`src/rtl/muldiv_arbiter.sv`:
```
// Round-robin arbiter/sequencer between two clients and one shared multi-cycle mul/div unit.
// Latency: grant 1 cycle after req is sampled in IDLE; response 1 cycle after unit_valid (or after the watchdog expires).
// Backpressure: one operation in flight; req is held by the client until gnt, and later requests wait in IDLE.
module muldiv_arbiter #(
    parameter int unsigned TIMEOUT = 63,
    parameter int unsigned OP_MUL  = 2
) (
    input  logic        clk,
    input  logic        rst_n,
    input  logic [1:0]  req,
    input  logic [2:0]  op0,
    input  logic [31:0] a0,
    input  logic [31:0] b0,
    input  logic [2:0]  op1,
    input  logic [31:0] a1,
    input  logic [31:0] b1,
    output logic [1:0]  gnt,
    output logic [1:0]  rsp_valid,
    output logic [31:0] rsp_data,
    output logic        rsp_err,
    output logic        unit_start,
    output logic [2:0]  unit_op,
    output logic [31:0] unit_a,
    output logic [31:0] unit_b,
    input  logic        unit_valid,
    input  logic [31:0] unit_result,
    output logic        busy,
    output logic        timeout_err
);

    // The watchdog is 6 bits wide and op codes are 3 bits wide; refuse parameters that cannot fit.
    if (TIMEOUT > 63) begin : g_bad_timeout
        $error("TIMEOUT must fit in the 6-bit watchdog");
    end
    if (OP_MUL > 7) begin : g_bad_op_mul
        $error("OP_MUL must fit in a 3-bit op code");
    end

    localparam logic [5:0] TO_CNT = 6'(TIMEOUT);

    typedef enum logic [1:0] {
        S_IDLE  = 2'd0,
        S_ISSUE = 2'd1,
        S_WAIT  = 2'd2,
        S_RESP  = 2'd3
    } state_t;

    state_t      state_q, state_d;
    logic        rr_ptr_q, rr_ptr_d;
    logic        owner_q, owner_d;
    logic [2:0]  op_q, op_d;
    logic [31:0] a_q, a_d;
    logic [31:0] b_q, b_d;
    logic [5:0]  wd_q, wd_d;
    logic [1:0]  gnt_q, gnt_d;
    logic        start_q, start_d;
    logic [1:0]  rsp_valid_q, rsp_valid_d;
    logic [31:0] rsp_data_q, rsp_data_d;
    logic        rsp_err_q, rsp_err_d;
    logic        busy_q, busy_d;
    logic        timeout_err_q, timeout_err_d;
    logic        win;

    // Next-state and next-output decode; outputs are computed one cycle ahead so they leave a flop.
    always_comb begin
        state_d       = state_q;
        rr_ptr_d      = rr_ptr_q;
        owner_d       = owner_q;
        op_d          = op_q;
        a_d           = a_q;
        b_d           = b_q;
        wd_d          = wd_q;
        gnt_d         = 2'b00;
        start_d       = 1'b0;
        rsp_valid_d   = 2'b00;
        rsp_data_d    = rsp_data_q;
        rsp_err_d     = 1'b0;
        timeout_err_d = timeout_err_q;
        win           = 1'b0;
        case (state_q)
            S_IDLE: begin
                if (|req) begin
                    // Preferred client wins if it asks, otherwise the other one.
                    win        = req[rr_ptr_q] ? rr_ptr_q : ~rr_ptr_q;
                    owner_d    = win;
                    op_d       = win ? op1 : op0;
                    a_d        = win ? a1 : a0;
                    b_d        = win ? b1 : b0;
                    gnt_d[win] = 1'b1;
                    start_d    = 1'b1;
                    state_d    = S_ISSUE;
                end
            end
            S_ISSUE: begin
                wd_d    = 6'd0;
                state_d = S_WAIT;
            end
            S_WAIT: begin
                if (unit_valid) begin
                    rsp_data_d           = unit_result;
                    rsp_valid_d[owner_q] = 1'b1;
                    state_d              = S_RESP;
                end else if (wd_q == TO_CNT) begin
                    // Unit never answered: abort with an all-ones result and flag it.
                    rsp_data_d           = 32'hFFFF_FFFF;
                    rsp_err_d            = 1'b1;
                    timeout_err_d        = 1'b1;
                    rsp_valid_d[owner_q] = 1'b1;
                    state_d              = S_RESP;
                end else begin
                    wd_d = wd_q + 6'd1;
                end
            end
            S_RESP: begin
                // Hand priority to the client that was not just served.
                rr_ptr_d = ~owner_q;
                state_d  = S_IDLE;
            end
            default: state_d = S_IDLE;
        endcase
        busy_d = (state_d != S_IDLE);
    end

    // State, operand and output registers with synchronous active-low reset.
    always_ff @(posedge clk) begin
        if (!rst_n) begin
            state_q       <= S_IDLE;
            rr_ptr_q      <= 1'b0;
            owner_q       <= 1'b0;
            op_q          <= 3'd0;
            a_q           <= 32'd0;
            b_q           <= 32'd0;
            wd_q          <= 6'd0;
            gnt_q         <= 2'b00;
            start_q       <= 1'b0;
            rsp_valid_q   <= 2'b00;
            rsp_data_q    <= 32'd0;
            rsp_err_q     <= 1'b0;
            busy_q        <= 1'b0;
            timeout_err_q <= 1'b0;
        end else begin
            state_q       <= state_d;
            rr_ptr_q      <= rr_ptr_d;
            owner_q       <= owner_d;
            op_q          <= op_d;
            a_q           <= a_d;
            b_q           <= b_d;
            wd_q          <= wd_d;
            gnt_q         <= gnt_d;
            start_q       <= start_d;
            rsp_valid_q   <= rsp_valid_d;
            rsp_data_q    <= rsp_data_d;
            rsp_err_q     <= rsp_err_d;
            busy_q        <= busy_d;
            timeout_err_q <= timeout_err_d;
        end
    end

    assign gnt         = gnt_q;
    assign unit_start  = start_q;
    assign unit_op     = op_q;
    assign unit_a      = a_q;
    assign unit_b      = b_q;
    assign rsp_valid   = rsp_valid_q;
    assign rsp_data    = rsp_data_q;
    assign rsp_err     = rsp_err_q;
    assign busy        = busy_q;
    assign timeout_err = timeout_err_q;

endmodule

```
`config.mk`:
```
export PLATFORM = sky130hd
export DESIGN_NAME = muldiv_arbiter
export DESIGN_NICKNAME = d
export VERILOG_FILES = /design/src/rtl/muldiv_arbiter.sv
export SDC_FILE = /design/constraint.sdc
export NUM_CORES = 1
export LEC_CHECK = 0
export BUFFER_PORTS_ARGS = -buffer_cell sky130_fd_sc_hd__buf_2
export CAP_MARGIN = 20
export CORE_MARGIN = 5
export CORE_UTILIZATION = 30
export CTS_CLUSTER_SIZE = 24
export DETAILED_ROUTE_END_ITERATION = 8
export GPL_TIMING_DRIVEN = 0
export HOLD_SLACK_MARGIN = 0.03
export PLACE_DENSITY = 0.68
export SKIP_LAST_GASP = 1
export SLEW_MARGIN = 20
export SYNTH_ARGS = -nofsm -noshare
export SYNTH_HDL_FRONTEND = slang
export SYNTH_SLANG_ARGS = --single-unit
export TNS_END_PERCENT = 1
```
`constraint.sdc`:
```
create_clock -name clk -period 1.57 [get_ports clk]
set_input_delay 0.314 -clock clk [delete_from_list [all_inputs] [get_ports clk]]
set_output_delay 0.314 -clock clk [all_outputs]
set_load 0.03 [all_outputs]
```
Word level (Yosys, flattened, before mapping)
Cells that the tools add are included.
- register bits: 117
- bits in latches: 0
- RAM bits: 0
- bits in read-only memories: 0
- input port bits: 171
- output and inout bits: 107
- word-level logic and storage cells: 69
- memories kept: 0
- add/subtract/negate cells: 1
- multipliers: 0
- div/mod/pow operators: 0
- magnitude comparators: 5
- eq/ne operators: 6
- shift operators: 0
- mux-type cells: 23
- bitwise gates (word level): 5
- reductions and logical operators: 15
- operators with widths (operator ; number):
    $mux 32 ; 4
    $mux 6 ; 2
    $pmux 6 s2 ; 1
    $mux 2 ; 5
    $reduce_and 3->1 ; 3
    $pmux 2 s4 ; 1
    $reduce_and 2->1 ; 4
    $mux 1 ; 7
    $add 6x1->6 const B ; 1
    $eq 6x6->1 const B ; 1
    $lt 1x2->1 const B ; 3
    $reduce_bool 2->1 ; 3
    $not 1->1 ; 5
    $eq 2x2->1 const B ; 2
    $ne 2x2->1 const B ; 2
    $mux 3 ; 1
    $reduce_or 3->1 ; 1
    $demux 1 s1 ; 2
    $eq 2x1->1 const B ; 1
    $ge 1x1->1 const B ; 2
    $logic_and 1x1->1 ; 2
    $logic_not 2->1 ; 1
    $reduce_or 2->1 ; 1

Longest topological paths before layout
Gate-level depths: netlist (run 1).
- word-level depth: 7
- gate-level depth with buffers: 6
- gate-level depth less buffers: 5

Least setup slack after synthesis (run 1)
No wires, ideal clock.
- kind: reg2reg
- from: register wd_q[0]
- to: register rsp_data_q[21], in the netlist rsp_data[21]
- library setup time: 0.119 ns
- arrival time: 1.273 ns
- path slack: 0.178 ns
- stages on the path, launching flop included: 7
- path buffers: 1
- clock period less this slack: 1.392 ns
- cells stage by stage: dfxtp_1 -> ha_1 -> nand3_2 -> nor2_4 -> o21a_4 -> buf_6 -> o221a_2
- word-level cells in the longest chain between the ends: 3
- ends and longest elaborated chain (what ; line ; text):
    from (decl) ; 54 ; logic [5:0] wd_q, wd_d;
    from (signal assigned) ; 148 ; wd_q <= wd_d;
    $eq 6x6->1 ; 103 ; end else if (wd_q == TO_CNT) begin
    $reduce_bool 2->1 (no line) ; - ;
    $reduce_and 2->1 (no line) ; - ;
    to (signal assigned) ; 152 ; rsp_data_q <= rsp_data_d;
    to (decl) ; 58 ; logic [31:0] rsp_data_q, rsp_data_d;
No other way between the ends.
A chain may end at the register's enable or synchronous reset.

Final worst setup path (run 1)
- from: register wd_q[0]
- to: register rsp_data_q[4], in the netlist rsp_data[4]
The elaborated chain is that of the path after synthesis.

==> results.md, run 1 <==
- Status: complete, no violations
- Largest net degree at the start of global routing: 17
- Grt met3 use: 0.0544
- DRT antenna net count: 0
- Initial antenna violation count: 0
- Hold Path Class: in -> reg
- Measured slew at the worst slew-check pin: 484 ps
- Cts bufs inserted: 17
- IO Port Bufs: 275
- Cell Int Power: 6.48 mW
- Final instance area: 6800 sq um
- Root Buffer: clkbuf_16
- Critical path class: reg -> reg
- Yosys reg bits: 117
- Total power: 9.10 mW
- Post-CTS setup buffer count: 0
- Detailed Route WL: 14000 microns
- Clock transition at the registers of the reported paths: 50 ps
- Initial Utilization: 0.304
- Core area: 15100 sq um
- Grt peak-use layer: met2
- Crit. End Element: flop
- Wire per inst: 14.9 microns
- Unrepaired setup endpoints after global routing: true
- Count of mapped cells out of synthesis: 449
- Worst vdd ir: 700 uV
- Nets@finish: 915
- CTS tree: yes
- DRT iter0 DRCs: 181
- Library cells used by synthesis: 40
- Synth-to-layout area growth: 47.9%
- Max H-tree Level: 4
- Final Skew: 7.25 ps
- Global-route wire length before repair: 21800 microns
- Buffers & Inverters on Critical Path: 1
- Met2 usage in global routing: 0.257
- Sw Pwr: 2.62 mW
- Setup TNS: 0 ps
- DP HPWL: 11200 microns
- Clk_lat worst skew: 400 ps
- Fin. Hold Viols: 0
- Gr ovfl total: 0
- Post-CTS resize count: 4
- Max-slew violation count: 0
- Drc violations: 0
- Die height: 134 microns
- GPL Wtd Cong: 0.769
- Rows: 45
- Dpl cell area: 6210 sq um
- Gr usage total: 0.154
- Leakage: 3.39 nW
- PwrDens: 1340 nW/um^2
- Most frequent cells in the layout: buf_2, dfxtp_1, nand2_1, mux2i_1, o21ai_1
- Clock buffer depth: 2
- F_max: 668 MHz
- CP peak stage delay: 330 ps
- Syn Nets: 621
- CTS sink count: 117
- Relative slew slack: 0.677
- Crit path time final: 1500 ps
- Met1 Track Usage GR: 0.184
- Chip width: 134 microns
- CP top delay family: compound AO/OA/AOI/OAI gates
- Clock share of power: 0.412
- Vias: 4275
- Worst Setup Start Kind: flop
- Post-CTS Hold Buffers: 0
- Vias in the first global route: 4291
- Critical path arrival: 1780 ps
- Logic pwr share: 0.211
- DIE AREA: 17900 sq um
- Critical Path RT: 1860 ps
- Layout cells sized above 1: 0.474
- Sequential share of the synthesized area: 0.509
- I/O pin total: 278
- Slowest CP cell: dfxtp_1
- Final Setup Violations: 0
- Register share of total power: 0.377
- Max-cap violation count: 0
- Period utilization: 0.954
- Netlist area before placement: 4600 sq um
- ANT cells: 0
- Worst-path fanout max: 10
- Vias per inst: 4.54
- DR pass1 iterations: 4
- Post-layout util: 0.449
- Mean Syn Cell Area: 10.2 sq um
- Critical Path, Cell by Cell: ha_1 -> nand3_2 -> nor2_4 -> o21a_4 -> buf_6 -> o221a_2
- Most common library cell in the layout ignoring fill and taps: buf_2
- Synth warn: 0
- Switching share of power: 0.288
-- power groups by stage --
stage / registers [mW] / clock network (mW) / logic (mW)
2_1_floorplan: 4.07 / 0 / 0.636
3_3_place_gp: 3.48 / 0 / 1.94
3_5_place_dp: 3.49 / 0 / 1.95
4_1_cts: 3.43 / 3.85 / 1.96
5_1_grt: 3.47 / 4.00 / 2.07
6_report: 3.43 / 3.75 / 1.92
-- registers in the layout (all words and copies together), names as in the netlist --
| name | cells |
|---|---|
| wd_q | 6 |
| rsp_data | 32 |
| timeout_err | 1 |
| unit_b | 32 |
| unit_op | 3 |
| unit_a | 32 |
| gnt | 2 |
| rsp_err | 1 |
| unit_start | 1 |
| rr_ptr_q | 1 |
| state_q | 2 |
| busy | 1 |
| rsp_valid | 2 |
| owner_q | 1 |
-- layer usage --
layer	part of all wire	up-vias
li1	-	2191
met1	0.42	1874
met2	0.47	198
met3	0.090	12
met4	0.011	0
met5	0	-
-- layout make-up --
| cell class | instances | area (sq um) |
|---|---|---|
| Fill cell | 1485 | 8340 |
| Sequential cell | 117 | 2340 |
| Multi-Input combinational cell | 292 | 2010 |
| Timing Repair Buffer | 275 | 1380 |
| Clock buffer | 25 | 505 |
| Buffer | 35 | 241 |
| Tap cell | 188 | 235 |
| Clock inverter | 4 | 70.1 |
| Inverter | 5 | 18.8 |
-- worst reg2reg max path: stages, from the launching register on --
cell,delay [ps]
dfxtp_1,330
ha_1,240
nand3_2,120
nor2_4,60
o21a_4,230
buf_6,140
o221a_2,260
-- stage by stage --
stage | cells | hold WS (ps) | worst slack, ps
5_1_grt | 941 | 156 | -83.7
4_1_cts | 941 | 149 | -0.939
3_3_place_gp | 912 | 428 | -254
3_5_place_dp | 912 | 437 | -308
2_1_floorplan | 449 | 426 | 178
6_report | 941 | 172 | 72.4
-- cells in the mapped netlist (all sizes together) --
library cell,n,area [sq um]
buf,20,170
clkbuf,15,58.8
nor2,11,56.3
ha,1,12.5
mux2i,69,691
and2,1,6.26
o21a,1,15.0
and3,1,6.26
and4bb,2,25.0
o41a,1,11.3
nand3,3,20.0
nor4,1,6.26
inv,5,18.8
o21ai,68,340
nand2,79,302
nand2b,1,6.26
a21o,1,7.51
a21oi,4,20.0
o221a,32,360
o211ai,3,22.5
xor2,1,8.76
a31oi,2,12.5
or2,1,6.26
a311oi,1,8.76
o32ai,1,16.3
nor3b,1,7.51
nor3,3,20.0
dfxtp,117,2340
nor2b,2,12.5
o31a,1,8.76
-- logic make-up after synthesis --
| group | Yosys count | share of synthesized area |
|---|---|---|
| AND/OR/NAND/NOR | 106 | 0.103 |
| AO/OA/AOI/OAI | 115 | 0.179 |
| buffers and inverters | 40 | 0.0539 |
| adder cells (fa/ha/maj) | 1 | 0.00272 |
| XOR/XNOR | 1 | 0.00190 |
| flip-flops | 117 | 0.509 |
| multiplexers | 69 | 0.150 |
-- final timing paths --
kind,startpoint,endpoint,slack [ps],cells after the start
worst max-delay path,wd_q[0],rsp_data[4],70,6
worst min-delay path,unit_result[25],rsp_data[25],170,2
worst max register to register,wd_q[0],rsp_data[4],70,6
worst min register to register,unit_a[24],unit_a[24],440,2
(Power assumes the default switching activity.)
==> run 2: changes to the inputs <==
--- a/config.mk
+++ b/config.mk
@@ -14,6 +14,7 @@
 export GPL_TIMING_DRIVEN = 0
 export HOLD_SLACK_MARGIN = 0.03
 export PLACE_DENSITY = 0.68
+export REMOVE_ABC_BUFFERS = 1
 export SKIP_LAST_GASP = 1
 export SLEW_MARGIN = 20
 export SYNTH_ARGS = -nofsm -noshare
==> run 2 against run 1 <==
- cell count decreased by 1.8%
- critical endpoint is now rsp_data[18]
- worst hold slack worse by 4.1 ps
- largest cell class unchanged
- highest routed layer unchanged
- total power is 0.24% lower
==> results.md, run 2 (synthesis results as in run 1) <==
- Status: complete, no violations
- Critical path arrival: 1880 ps
- Multi-input logic area: 2150 sq um
- DRT iter0 DRCs: 155
- Clock transition at the registers of the reported paths: 50 ps
- Final instance area: 6850 sq um
- Final Skew: 5.47 ps
- IO Port Bufs: 277
- Final Setup Violations: 0
- Layout cells sized above 1: 0.484
- DP HPWL: 9930 microns
- Reg area: 2350 sq um
- Max-cap violation count: 0
- Hold Path Class: in -> reg
- Clock buffer depth: 2
- Cts bufs inserted: 17
- Vias in the first global route: 4234
- Initial Utilization: 0.304
- Most common library cell in the layout ignoring fill and taps: buf_2
- Post-CTS Hold Buffers: 0
- Crit path time final: 1530 ps
- Fin. Hold Viols: 0
- Core area: 15100 sq um
- Most frequent cells in the layout: buf_2, dfxtp_1, nand2_1, mux2i_1, o21ai_1
- DR pass1 iterations: 4
- Leakage: 3.36 nW
- ANT cells: 0
- Vias: 4351
- Worst Setup Start Kind: flop
- I/O pin total: 278
- Synth-to-layout area growth: 49.0%
- Critical Path, Cell by Cell: ha_2 -> nand3_2 -> nor2_4 -> o21a_4 -> o221a_2
- PwrDens: 1320 nW/um^2
- Total power: 9.08 mW
- CTS sink count: 117
- Unrepaired setup endpoints after global routing: true
- Root Buffer: clkbuf_16
- Vias per inst: 4.71
- Drc violations: 0
- Dpl cell area: 6140 sq um
- Max-slew violation count: 0
- Largest net degree at the start of global routing: 72
- CTS tree: yes
- Die height: 134 microns
- Gr usage total: 0.146
- Max H-tree Level: 4
- Fillers: 1486
- Worst vdd ir: 684 uV
- Nets@finish: 896
- Chip width: 134 microns
- Crit. End Element: flop
- Slowest CP cell: dfxtp_1
- Post-layout util: 0.453
- CP peak stage delay: 380 ps
- DIE AREA: 17900 sq um
- Worst-path fanout max: 8
- Measured slew at the worst slew-check pin: 641 ps
- Global-route wire length before repair: 20900 microns
- Gr ovfl total: 0
- Clk_lat worst skew: 400 ps
- Detailed Route WL: 14800 microns
- Wire per inst: 16.1 microns
- Rows: 45
- DRT antenna net count: 0
- Initial antenna violation count: 0
- GPL Wtd Cong: 0.738
- Period utilization: 0.977
- Critical path class: reg -> reg
- Setup TNS: 0 ps
- Critical Path RT: 1920 ps
- F_max: 652 MHz
- Relative slew slack: 0.571
[run 2: changes by cell type in the layout (fill, tap and decap cells not counted), sizes merged]
cell      change
clkbuf       -17
buf          -12
clkinv        +3
clkinvlp      +3
o21a          +3
bufbuf        +1
nand2         +1
o31a          +1
[run 2: per-layer routing]
layer  wire length (microns)  GRT usage  up-vias
met5                       0          0        -
met4                     223     0.0554        0
met3                    1470     0.0653       16
met2                    7040      0.241      209
met1                    6110      0.166     1962
li1                        -          -     2164
[run 2: path summary, 6_finish.rpt]
kind,start,end,slack [ps],cells past startpoint
max reg2reg,wd_q[0],rsp_data[18],40,5
min reg2reg,unit_b[18],unit_b[18],440,2
max,wd_q[0],rsp_data[18],40,5
min,unit_result[23],rsp_data[23],170,2
[run 2: final cells by class]
type | instances | area share
sequential | 117 | 0.342
inverter | 5 | 0.00274
clock buffer | 21 | 0.0657
timing repair buffer | 286 | 0.226
tap | 188 | 0.0343
multi-input combinational | 297 | 0.313
clock inverter | 10 | 0.0157
[run 2: metrics by stage]
step                      setup WS [ps]  hold slack, ps  instances
after CTS                         -38.3             138        916
after global routing              -29.9             147        924
after detailed placement           -693             437        884
after global placement            -6520             429        879
final                              36.7             168        924
after floorplan                   -4440             390        414
[run 2: power by group]
part | switching [mW] | internal (mW)
logic | 1.27 | 0.711
registers | 0.169 | 3.29
clock network | 1.30 | 2.35
total | 2.73 | 6.34
[run 2: what timing repair did]
action / in CTS / in global routing
resized for setup: 6 / 10
pin swaps: 0 / 3
endpoints found under the setup margin: 95 / 94
setup buffers: 2 / 3
gates cloned: 1 / 5
[run 2: worst max-delay path, delay by kind of cell, from the launching register on]
family | cells | cell delay (ps)
AO/OA/AOI/OAI | 2 | 460
AND/OR/NAND/NOR | 2 | 410
flip-flops | 1 | 380
adder cells (fa/ha/maj) | 1 | 220
==> run 3: changes to the inputs <==
--- a/config.mk
+++ b/config.mk
@@ -7,12 +7,13 @@
 export LEC_CHECK = 0
 export BUFFER_PORTS_ARGS = -buffer_cell sky130_fd_sc_hd__buf_2
 export CAP_MARGIN = 20
-export CORE_MARGIN = 5
+export CORE_MARGIN = 2
 export CORE_UTILIZATION = 30
 export CTS_CLUSTER_SIZE = 24
 export DETAILED_ROUTE_END_ITERATION = 8
 export GPL_TIMING_DRIVEN = 0
 export HOLD_SLACK_MARGIN = 0.03
+export MAX_ROUTING_LAYER = met4
 export PLACE_DENSITY = 0.68
 export REMOVE_ABC_BUFFERS = 1
 export SKIP_LAST_GASP = 1
==> run 3 against run 2 <==
- the flow now finishes with violations (setup timing)
- cell count increased by 0.32%
- critical path type unchanged
- clock skew increased by 1.6 ps
- routed wire length decreased by 5.8%
- highest routed layer unchanged
- sequential share of layout area decreased by 0.19 points
- first-iteration DRC count increased by 12%
==> results.md, run 3 (synthesis results as in run 1) <==
- Hold Path Class: in -> reg
- Vias per inst: 4.68
- Max-cap violation count: 0
- DRT antenna net count: 0
- Cts bufs inserted: 17
- Failing checks: setup timing
- Global-route wire length before repair: 19600 microns
- Vias: 4336
- Critical Path RT: 1850 ps
- Grt met3 use: 0.0455
- Max-slew violation count: 0
- Logic pwr share: 0.212
- PwrDens: 1350 nW/um^2
- Detailed Route WL: 14000 microns
- Wire per inst: 15.1 microns
- Worst Setup Start Kind: flop
- Relative slew slack: 0.592
- Measured slew at the worst slew-check pin: 609 ps
- Post-CTS Hold Buffers: 0
- Period utilization: 1.02
- Grt peak-use layer: met2
- Max H-tree Level: 4
- Clock share of power: 0.416
- R2R setup slack: -30 ps
- IO Port Bufs: 277
- Clock transition at the registers of the reported paths: 60 ps
- I/O pin total: 278
- CTS sink count: 117
- Synth-to-layout area growth: 49.9%
- Drc violations: 0
- CTS tree: yes
- F_max: 623 MHz
- Dpl ws: -738 ps
- Initial Utilization: 0.305
- Post-layout util: 0.457
- Met2 usage in global routing: 0.264
- Final Setup Violations: 8
- Critical path arrival: 1880 ps
- Chip width: 128 microns
- Crit path time final: 1600 ps
- DIE AREA: 16300 sq um
- Final Skew: 7.11 ps
- Sw Pwr: 2.72 mW
- Worst vdd ir: 671 uV
- Initial antenna violation count: 0
- Clock buffer depth: 2
- Layout cells sized above 1: 0.482
- Crit. End Element: flop
- Gr usage total: 0.159
- Most common library cell in the layout ignoring fill and taps: buf_2
- DRT iter0 DRCs: 173
- Cell Int Power: 6.58 mW
- PnR worst setup slack: -34.7 ps
- ANT cells: 0
- Rows: 45
- Dpl cell area: 6130 sq um
- Final instance area: 6890 sq um
- GPL Wtd Cong: 0.815
- Fin. Hold Viols: 0
- Unrepaired setup endpoints after global routing: true
- Register share of total power: 0.371
- Root Buffer: clkbuf_16
- Critical path class: reg -> reg
- Nets@finish: 898
- Largest net degree at the start of global routing: 72
- Clk_lat worst skew: 410 ps
- Vias in the first global route: 3970
- Leakage: 3.42 nW
- Met1 Track Usage GR: 0.184
- Core area: 15100 sq um
- Switching share of power: 0.293
- Most frequent cells in the layout: buf_2, dfxtp_1, nand2_1, mux2i_1, o21ai_1
- Worst-path fanout max: 8
- Status: finished, violations left
- Die height: 128 microns
- DP HPWL: 9220 microns
- DR pass1 iterations: 5
- Gr ovfl total: 0
==> run 3: cell types whose count changed in the layout (fill, tap and decap cells not counted), moves of 2 or more <==
cell        before  now
clkinvlp_4       3    1
o21ai_0         33   31
buf_4            3    7
nand2_4          0    2
nand2_8          3    1
o21a_4           4    2
o21ai_1         35   37
==> run 3: final cells by class <==
cell class	instances	area, sq um
flip-flops and latches	117	2350
clock inverters	9	126
fillers	1480	8200
inverters	5	18.8
clock buffers	23	468
repair buffers	290	1610
multi-input cells	295	2090
well taps	188	235
==> run 3: final timing paths <==
kind / cells past startpoint / endpoint / start
worst max-delay path: 6 / unit_b[2] / rr_ptr_q
worst min register to register: 2 / unit_b[19] / unit_b[19]
worst min-delay path: 3 / unit_b[19] / b1[19]
worst max register to register: 6 / unit_b[2] / rr_ptr_q
==> run 3: power groups by stage <==
stage | registers [mW] | clock network, mW | logic (mW)
global placement | 3.49 | 0 | 1.89
finish | 3.45 | 3.87 | 1.98
detailed placement | 3.50 | 0 | 1.87
global route | 3.50 | 4.10 | 2.11
floorplan | 4.08 | 0 | 0.592
CTS | 3.45 | 3.97 | 1.94
==> run 3: through the flow <==
| step | instances | power [mW] | setup TNS (ps) | hold WS, ps |
|---|---|---|---|---|
| floorplan | 414 | 4.67 | -309790 | 390 |
| global placement | 879 | 5.38 | -432900 | 429 |
| detailed placement | 884 | 5.37 | -44250 | 437 |
| CTS | 922 | 9.35 | -2400 | 150 |
| global route | 927 | 9.71 | -3010 | 161 |
| finish | 927 | 9.30 | -184 | 171 |
==> run 3: per-layer routing <==
metal	up-vias	wire (microns)
li1	2172	-
met1	1943	6050
met2	207	6660
met3	14	1110
met4	0	176
met5	-	0
==> run 3: timing repair <==
action                                  in CTS  in global routing
cloned                                       2                  3
gates resized for setup                      7                  7
pin swaps                                    0                  2
endpoints found under the setup margin     101                 98
setup buffers                                5                  2
==> run 3: critical path, stage by stage (launching register included) <==
cell and delay (ps):
dfxtp_2 360, mux2i_4 250, clkbuf_16 180, buf_16 130
bufbuf_16 280, mux2i_1 200, o21ai_1 70
